==> config.mk <==
export PLATFORM = sky130hd
export DESIGN_NAME = btn_debounce_pulse_gen_flat
export DESIGN_NICKNAME = d
export VERILOG_FILES = /design/src/rtl/btn_debounce_pulse_gen_pkg.sv /design/src/rtl/btn_debounce_pulse_gen_if.sv /design/src/rtl/btn_debounce_pulse_gen_sync_2ff.sv /design/src/rtl/btn_debounce_pulse_gen.sv /design/src/flat_wrapper.sv
export SDC_FILE = /design/constraint.sdc
export NUM_CORES = 1
export LEC_CHECK = 0
export ABC_AREA = 0
export CORE_MARGIN = 2
export CORE_UTILIZATION = 44
export CTS_CLUSTER_DIAMETER = 60
export DETAILED_ROUTE_END_ITERATION = 12
export GPL_TIMING_DRIVEN = 1
export HOLD_SLACK_MARGIN = 0.08
export PLACE_DENSITY_LB_ADDON = 0.25
export SETUP_SLACK_MARGIN = 0.15
export SYNTH_ARGS = -nofsm -noshare
export SYNTH_HDL_FRONTEND = slang
export SYNTH_SLANG_ARGS = --single-unit
==> constraint.sdc <==
create_clock -name clk -period 1.89 [get_ports clk]
set_input_delay 0.189 -clock clk [delete_from_list [all_inputs] [get_ports clk]]
set_output_delay 0.189 -clock clk [all_outputs]
set_load 0.02 [all_outputs]
==> src/rtl/btn_debounce_pulse_gen_pkg.sv <==
// Shared definitions for the push-button debounce / pulse generator:
// FSM state encodings, default timing parameters and small decode helpers.
package btn_debounce_pulse_gen_pkg;

    // State encodings are fixed so other blocks and benches can decode them.
    typedef enum logic [1:0] {
        IDLE        = 2'b00,
        PRESS_CHK   = 2'b01,
        HELD        = 2'b10,
        RELEASE_CHK = 2'b11
    } state_t;

    // Default timing, reused by the counter-level top and the bench.
    localparam int DEFAULT_DEBOUNCE_CYCLES = 16;
    localparam int DEFAULT_REPEAT_CYCLES   = 0;
    localparam int DEFAULT_CNT_W           = 16;

    // Debounced level: the button counts as down once a press is accepted
    // and stays down until the release is confirmed.
    function automatic logic level_of(state_t s);
        return (s == HELD) || (s == RELEASE_CHK);
    endfunction

    // A stability check is running in either of the two check states.
    function automatic logic busy_of(state_t s);
        return (s == PRESS_CHK) || (s == RELEASE_CHK);
    endfunction

endpackage

==> src/rtl/btn_debounce_pulse_gen_if.sv <==
// Button-side bundle: raw button in, conditioned pulse / level / busy out.
interface btn_debounce_pulse_gen_if;

    logic btn_in;
    logic en_pulse_out;
    logic btn_level_out;
    logic busy_out;

    // Whoever drives the raw button and consumes the conditioned outputs.
    modport master (
        output btn_in,
        input  en_pulse_out,
        input  btn_level_out,
        input  busy_out
    );

    // The conditioning block itself.
    modport slave (
        input  btn_in,
        output en_pulse_out,
        output btn_level_out,
        output busy_out
    );

endinterface

==> src/rtl/btn_debounce_pulse_gen_sync_2ff.sv <==
// Generic 1-bit two-flop synchronizer for asynchronous inputs.
// Resets to 0; output is the input delayed by two clk edges.
module btn_debounce_pulse_gen_sync_2ff (
    input  logic clk,
    input  logic reset_al_in,
    input  logic d,
    output logic q
);

    logic meta;

    // Two back-to-back flops give metastability a full cycle to settle.
    always_ff @(posedge clk or negedge reset_al_in) begin
        if (!reset_al_in) begin
            meta <= 1'b0;
            q    <= 1'b0;
        end else begin
            meta <= d;
            q    <= meta;
        end
    end

endmodule

==> src/rtl/btn_debounce_pulse_gen.sv <==
// Push-button conditioner: synchronizes a raw bouncing button, accepts a
// press or release only after DEBOUNCE_CYCLES stable samples, and emits one
// registered enable pulse per accepted press (plus optional auto-repeat
// pulses every REPEAT_CYCLES while held). Also drives a debounced level and
// a busy flag for status indication.
module btn_debounce_pulse_gen
    import btn_debounce_pulse_gen_pkg::*;
#(
    parameter int DEBOUNCE_CYCLES = DEFAULT_DEBOUNCE_CYCLES, // >= 2
    parameter int REPEAT_CYCLES   = DEFAULT_REPEAT_CYCLES,   // 0 = off, else >= 2
    parameter int CNT_W           = DEFAULT_CNT_W            // 2^CNT_W > both periods
) (
    input  logic                     clk,
    input  logic                     reset_al_in,
    btn_debounce_pulse_gen_if.slave  btn_if
);

    // Terminal counts; the counters restart from 0 on every state entry,
    // so they only ever count up to these values and never wrap.
    localparam logic [CNT_W-1:0] DB_LAST   = CNT_W'(DEBOUNCE_CYCLES - 1);
    localparam logic [CNT_W-1:0] RPT_LAST  =
        CNT_W'((REPEAT_CYCLES > 0) ? (REPEAT_CYCLES - 1) : 0);
    localparam bit               REPEAT_EN = (REPEAT_CYCLES != 0);

    logic             btn_sync;

    state_t           state_q;
    state_t           state_d;
    logic [CNT_W-1:0] cnt_q;
    logic [CNT_W-1:0] cnt_d;
    logic [CNT_W-1:0] rpt_q;
    logic [CNT_W-1:0] rpt_d;
    logic             pulse_d;

    logic             en_pulse_q;
    logic             level_q;
    logic             busy_q;

    // The FSM only ever looks at the synchronized copy of the button.
    btn_debounce_pulse_gen_sync_2ff u_sync (
        .clk         (clk),
        .reset_al_in (reset_al_in),
        .d           (btn_if.btn_in),
        .q           (btn_sync)
    );

    // State register together with the debounce and repeat counters.
    always_ff @(posedge clk or negedge reset_al_in) begin
        if (!reset_al_in) begin
            state_q <= IDLE;
            cnt_q   <= '0;
            rpt_q   <= '0;
        end else begin
            state_q <= state_d;
            cnt_q   <= cnt_d;
            rpt_q   <= rpt_d;
        end
    end

    // Next-state, counter update and pulse request for the coming cycle.
    always_comb begin
        state_d = state_q;
        cnt_d   = cnt_q;
        rpt_d   = rpt_q;
        pulse_d = 1'b0;

        unique case (state_q)
            IDLE: begin
                if (btn_sync) begin
                    state_d = PRESS_CHK;
                    cnt_d   = '0;
                end
            end

            PRESS_CHK: begin
                if (!btn_sync) begin
                    // Bounce: the press did not stay stable long enough.
                    state_d = IDLE;
                end else if (cnt_q == DB_LAST) begin
                    state_d = HELD;
                    rpt_d   = '0;
                    pulse_d = 1'b1;
                end else begin
                    cnt_d = cnt_q + CNT_W'(1);
                end
            end

            HELD: begin
                if (!btn_sync) begin
                    state_d = RELEASE_CHK;
                    cnt_d   = '0;
                end else if (REPEAT_EN) begin
                    if (rpt_q == RPT_LAST) begin
                        pulse_d = 1'b1;
                        rpt_d   = '0;
                    end else begin
                        rpt_d = rpt_q + CNT_W'(1);
                    end
                end
            end

            RELEASE_CHK: begin
                if (btn_sync) begin
                    // Release glitch: back to held, repeat period restarts.
                    state_d = HELD;
                    rpt_d   = '0;
                end else if (cnt_q == DB_LAST) begin
                    state_d = IDLE;
                end else begin
                    cnt_d = cnt_q + CNT_W'(1);
                end
            end

            default: begin
                // Any corrupted encoding recovers to IDLE with quiet outputs.
                state_d = IDLE;
                cnt_d   = '0;
                rpt_d   = '0;
            end
        endcase
    end

    // Outputs are registered from the next state so they change together
    // with the state register and never glitch.
    always_ff @(posedge clk or negedge reset_al_in) begin
        if (!reset_al_in) begin
            en_pulse_q <= 1'b0;
            level_q    <= 1'b0;
            busy_q     <= 1'b0;
        end else begin
            en_pulse_q <= pulse_d;
            level_q    <= level_of(state_d);
            busy_q     <= busy_of(state_d);
        end
    end

    assign btn_if.en_pulse_out  = en_pulse_q;
    assign btn_if.btn_level_out = level_q;
    assign btn_if.busy_out      = busy_q;

endmodule

==> src/flat_wrapper.sv <==
// flat-port wrapper written by rule: the top's interface ports become plain ports
module btn_debounce_pulse_gen_flat import btn_debounce_pulse_gen_pkg::*;
#(
    parameter int DEBOUNCE_CYCLES = DEFAULT_DEBOUNCE_CYCLES,        
    parameter int REPEAT_CYCLES   = DEFAULT_REPEAT_CYCLES,                        
    parameter int CNT_W           = DEFAULT_CNT_W                                     
)
  (clk, reset_al_in, btn_if_btn_in, btn_if_en_pulse_out, btn_if_btn_level_out, btn_if_busy_out);
  btn_debounce_pulse_gen_if btn_if_i ();
  input  logic clk;
  input  logic reset_al_in;
  input wire logic [$bits(btn_if_i.btn_in)-1:0] btn_if_btn_in;
  output wire logic [$bits(btn_if_i.en_pulse_out)-1:0] btn_if_en_pulse_out;
  output wire logic [$bits(btn_if_i.btn_level_out)-1:0] btn_if_btn_level_out;
  output wire logic [$bits(btn_if_i.busy_out)-1:0] btn_if_busy_out;
  assign btn_if_i.btn_in = btn_if_btn_in;
  assign btn_if_en_pulse_out = btn_if_i.en_pulse_out;
  assign btn_if_btn_level_out = btn_if_i.btn_level_out;
  assign btn_if_busy_out = btn_if_i.busy_out;
  btn_debounce_pulse_gen #(.DEBOUNCE_CYCLES(DEBOUNCE_CYCLES), .REPEAT_CYCLES(REPEAT_CYCLES), .CNT_W(CNT_W)) u_core (.clk(clk), .reset_al_in(reset_al_in), .btn_if(btn_if_i));
endmodule
==> results.yml <==
outcome:
  status: "finished, violations left"
  violations: "setup timing"
detailed_routing:
  firstDrtPassIters: 4
  drt-initial-drc-count: 24
  wl_um: 2550
  vias: 923
  drt-vias-per-instance: 5.43
  antenna_left: 0
  drc: 0
  wl_per_cell_um: 15.0
yosys:
  syn-cell-area_sq_um: 1120
  syn_nets: 118
  synthCells: 114
  synth.avg_cell_area_sq_um: 9.83
  synth-edff-count: 0
  ys_types: 35
  ys_seq_area_share_pct: 49.1
  ys.flop_type: "dfrtp_1"
  ys_seq_elements: 22
  yosys_warnings: 0
  async_flop_share_pct: 100
cells_and_area:
  fillers: 208
  fin_area_sq_um: 1450
  areaGrowthSynthToFinish_pct: 28.9
  multiInputGateArea_sq_um: 574
  finish.net_count: 145
  drive_gt1_share_pct: 27.1
  regArea_sq_um: 551
  diodes: 0
power_and_ir_drop:
  power_density_nw_per_um2: 660
  power.leakage_nw: 0.678
  peakVddDrop_mv: 0.433
setup_path:
  crit_chain: "or4_1 -> or3_4 -> nor3_4 -> mux2_4"
  cp_data_arrival_time_ps: 2160
  worstReg2RegStart: "u_core.cnt_q[9]"
  r2r_slack_ps: -40
  cpPeakStageDelay_ps: 490
  critPathLaunchType: "flip-flop"
  critPathCaptureType: "flip-flop"
  crit_type: "reg -> reg"
  reg2reg_depth: 4
  required_ps: 2110
  worst-path-max-fanout: 4
  cp_slowest_cell: "or4_1"
  reg2reg_to: "u_core.state_q[1]"
global_routing:
  grt_pass1_vias: 917
  antenna_found_initial: 0
  gr-usage-met3_pct: 4.10
  grt_max_degree: 23
  grt_pass1_wl_um: 4240
  grt_use_met1_pct: 26.7
  met2_usage_pct: 33.3
  grt_busiest_layer: "met2"
  overflow: 0
  track_usage_pct: 21.5
placed_design:
  portBuffers: 5
  gp_congestion: 0.784
  place_area_sq_um: 1320
  post-place-ws_ps: -35.5
  dpl.hpwl_um: 1760
floorplan:
  initial_core_util_pct: 45.7
  io_pins: 6
  die_w_um: 54.5
  dieArea_sq_um: 2970
  row_count: 18
  die_h_um: 54.5
  core_area_sq_um: 2450
sta:
  hold_viol_final: 0
  layout_min_cycle_time_ps: 1930
  tightest_slew_ps: 446
  rsz0062_at_grt: "yes"
  max_freq_ghz: 0.517
  slew_headroom_pct: 70.1
  period_share_pct: 102
  drv_slew: 0
  postLayoutSetupSlackWorst_ps: -43.7
  finalSetupViolations: 4
  finClkSkew_ps: 12.3
min_path:
  hold_class: "in -> async"
cts:
  cts_buffers: 3
  cts_root_buf: "clkbuf_4"
  postCtsHoldBufs: 0
  clock_sinks: 22
  clockBufferDepth: 2
  clock_latency_ps: 320
  cts.htree.levels: 1
  path_clk_slew_ps: 140
  cts_tree: "done"
flow_run:
  maxCapViolCount: 0
-- worst max-delay path by stage --
stage / start / to / slack, ps / cells after the start
after global routing: u_core.cnt_q[12] / u_core.state_q[1] / -80 / 4
after global placement: u_core.cnt_q[12] / u_core.btn_if.btn_level_out / 9 / 4
after CTS: u_core.cnt_q[12] / u_core.state_q[1] / -30 / 4
after floorplan: u_core.cnt_q[12] / u_core.btn_if.btn_level_out / -10 / 4
final: u_core.cnt_q[9] / u_core.state_q[1] / -40 / 4
after detailed placement: u_core.cnt_q[12] / u_core.state_q[1] / -40 / 4
-- cell usage after synthesis, types with 2 or more instances --
library cell / count / share of area, %
and2_1: 2 / 1.1
o211ai_1: 2 / 1.3
and3_1: 3 / 1.7
clkbuf_1: 3 / 1.0
mux2i_1: 2 / 1.8
nand3_1: 7 / 3.1
inv_1: 4 / 1.3
mux2_4: 2 / 2.7
nor2_1: 11 / 3.7
a21oi_1: 3 / 1.3
nor4_1: 2 / 1.1
xor2_1: 7 / 5.5
xnor2_1: 2 / 1.6
nor3_1: 2 / 0.89
dfrtp_1: 22 / 49
nand4_1: 5 / 2.8
or3_1: 3 / 1.7
nand2_1: 12 / 4.0
o21ai_0: 4 / 1.8
-- cells by family (layout without fill, tap and decap cells) --
family	Yosys count	in the layout	share of synthesized area, %
adder cells (fa/ha/maj)	1	1	1.12
XOR/XNOR	9	9	7.03
multiplexers	4	4	4.46
buffers and inverters	8	34	2.79
AND/OR/NAND/NOR	55	55	26.8
flip-flops	22	22	49.1
AO/OA/AOI/OAI	15	15	8.71
-- cells in the final DEF, fill, tap and decap left out, types with 3 or more instances in the layout --
| cell | n |
|---|---|
| dfrtp_1 | 22 |
| clkbuf_4 | 3 |
| nand3_1 | 7 |
| clkdlybuf4s50_1 | 5 |
| buf_4 | 19 |
| a21oi_1 | 3 |
| xor2_1 | 6 |
| nand4_1 | 5 |
| o21ai_1 | 3 |
| nor2_1 | 11 |
| or3_1 | 3 |
| nand2_1 | 11 |
| inv_1 | 4 |
-- sequential cells by signal, summed over array words and instances (netlist names) --
register and cells:
u_core.btn_if.btn_level_out 1, u_core.state_q 2, u_core.u_sync.q 1, u_core.btn_if.en_pulse_out 1, u_core.u_sync.meta 1, u_core.cnt_q 16
-- power breakdown --
part	total (mW)	switching [mW]	internal [mW]
Clock	0.372	0.158	0.215
Combinational	0.0870	0.0478	0.0392
Sequential	0.494	0.0109	0.483
Total	0.953	0.216	0.737
-- routing by layer --
| layer | up-vias | part of all wire (%) |
|---|---|---|
| li1 | 454 | - |
| met1 | 444 | 48 |
| met2 | 17 | 46 |
| met3 | 8 | 2.7 |
| met4 | 0 | 3.6 |
| met5 | - | 0 |
-- critical path, delay by kind of cell, from the launching register on --
kind | cells | cell delay (ps)
DFF | 1 | 400
muxes | 1 | 340
and+or+nand+nor | 3 | 1090
-- layout make-up --
class,count,area share [%]
sequential,22,38.1
clock inverter,1,2.08
inverter,4,1.04
tap,30,2.60
timing repair buffer,26,14.9
multi-input combinational,84,39.7
clock buffer,3,1.56
-- per-stage QoR --
step	utilization, %	std cells	TNS, ps	total power, mW	hold slack (ps)
after floorplan	-	114	-24.8	0.534	-107
after global placement	53.8	162	0	0.578	332
after detailed placement	53.8	162	-53.2	0.581	350
after CTS	57.8	169	-44.9	0.954	199
after global routing	58.9	170	-479	0.990	232
final	58.9	170	-77.8	0.953	189
-- timing repair --
action	in CTS	in global routing
gates resized for setup	5	6
buffers inserted	3	1
setup endpoints to repair	11	12
pin swaps	6	4
Power figures use the tool's default switching activity.
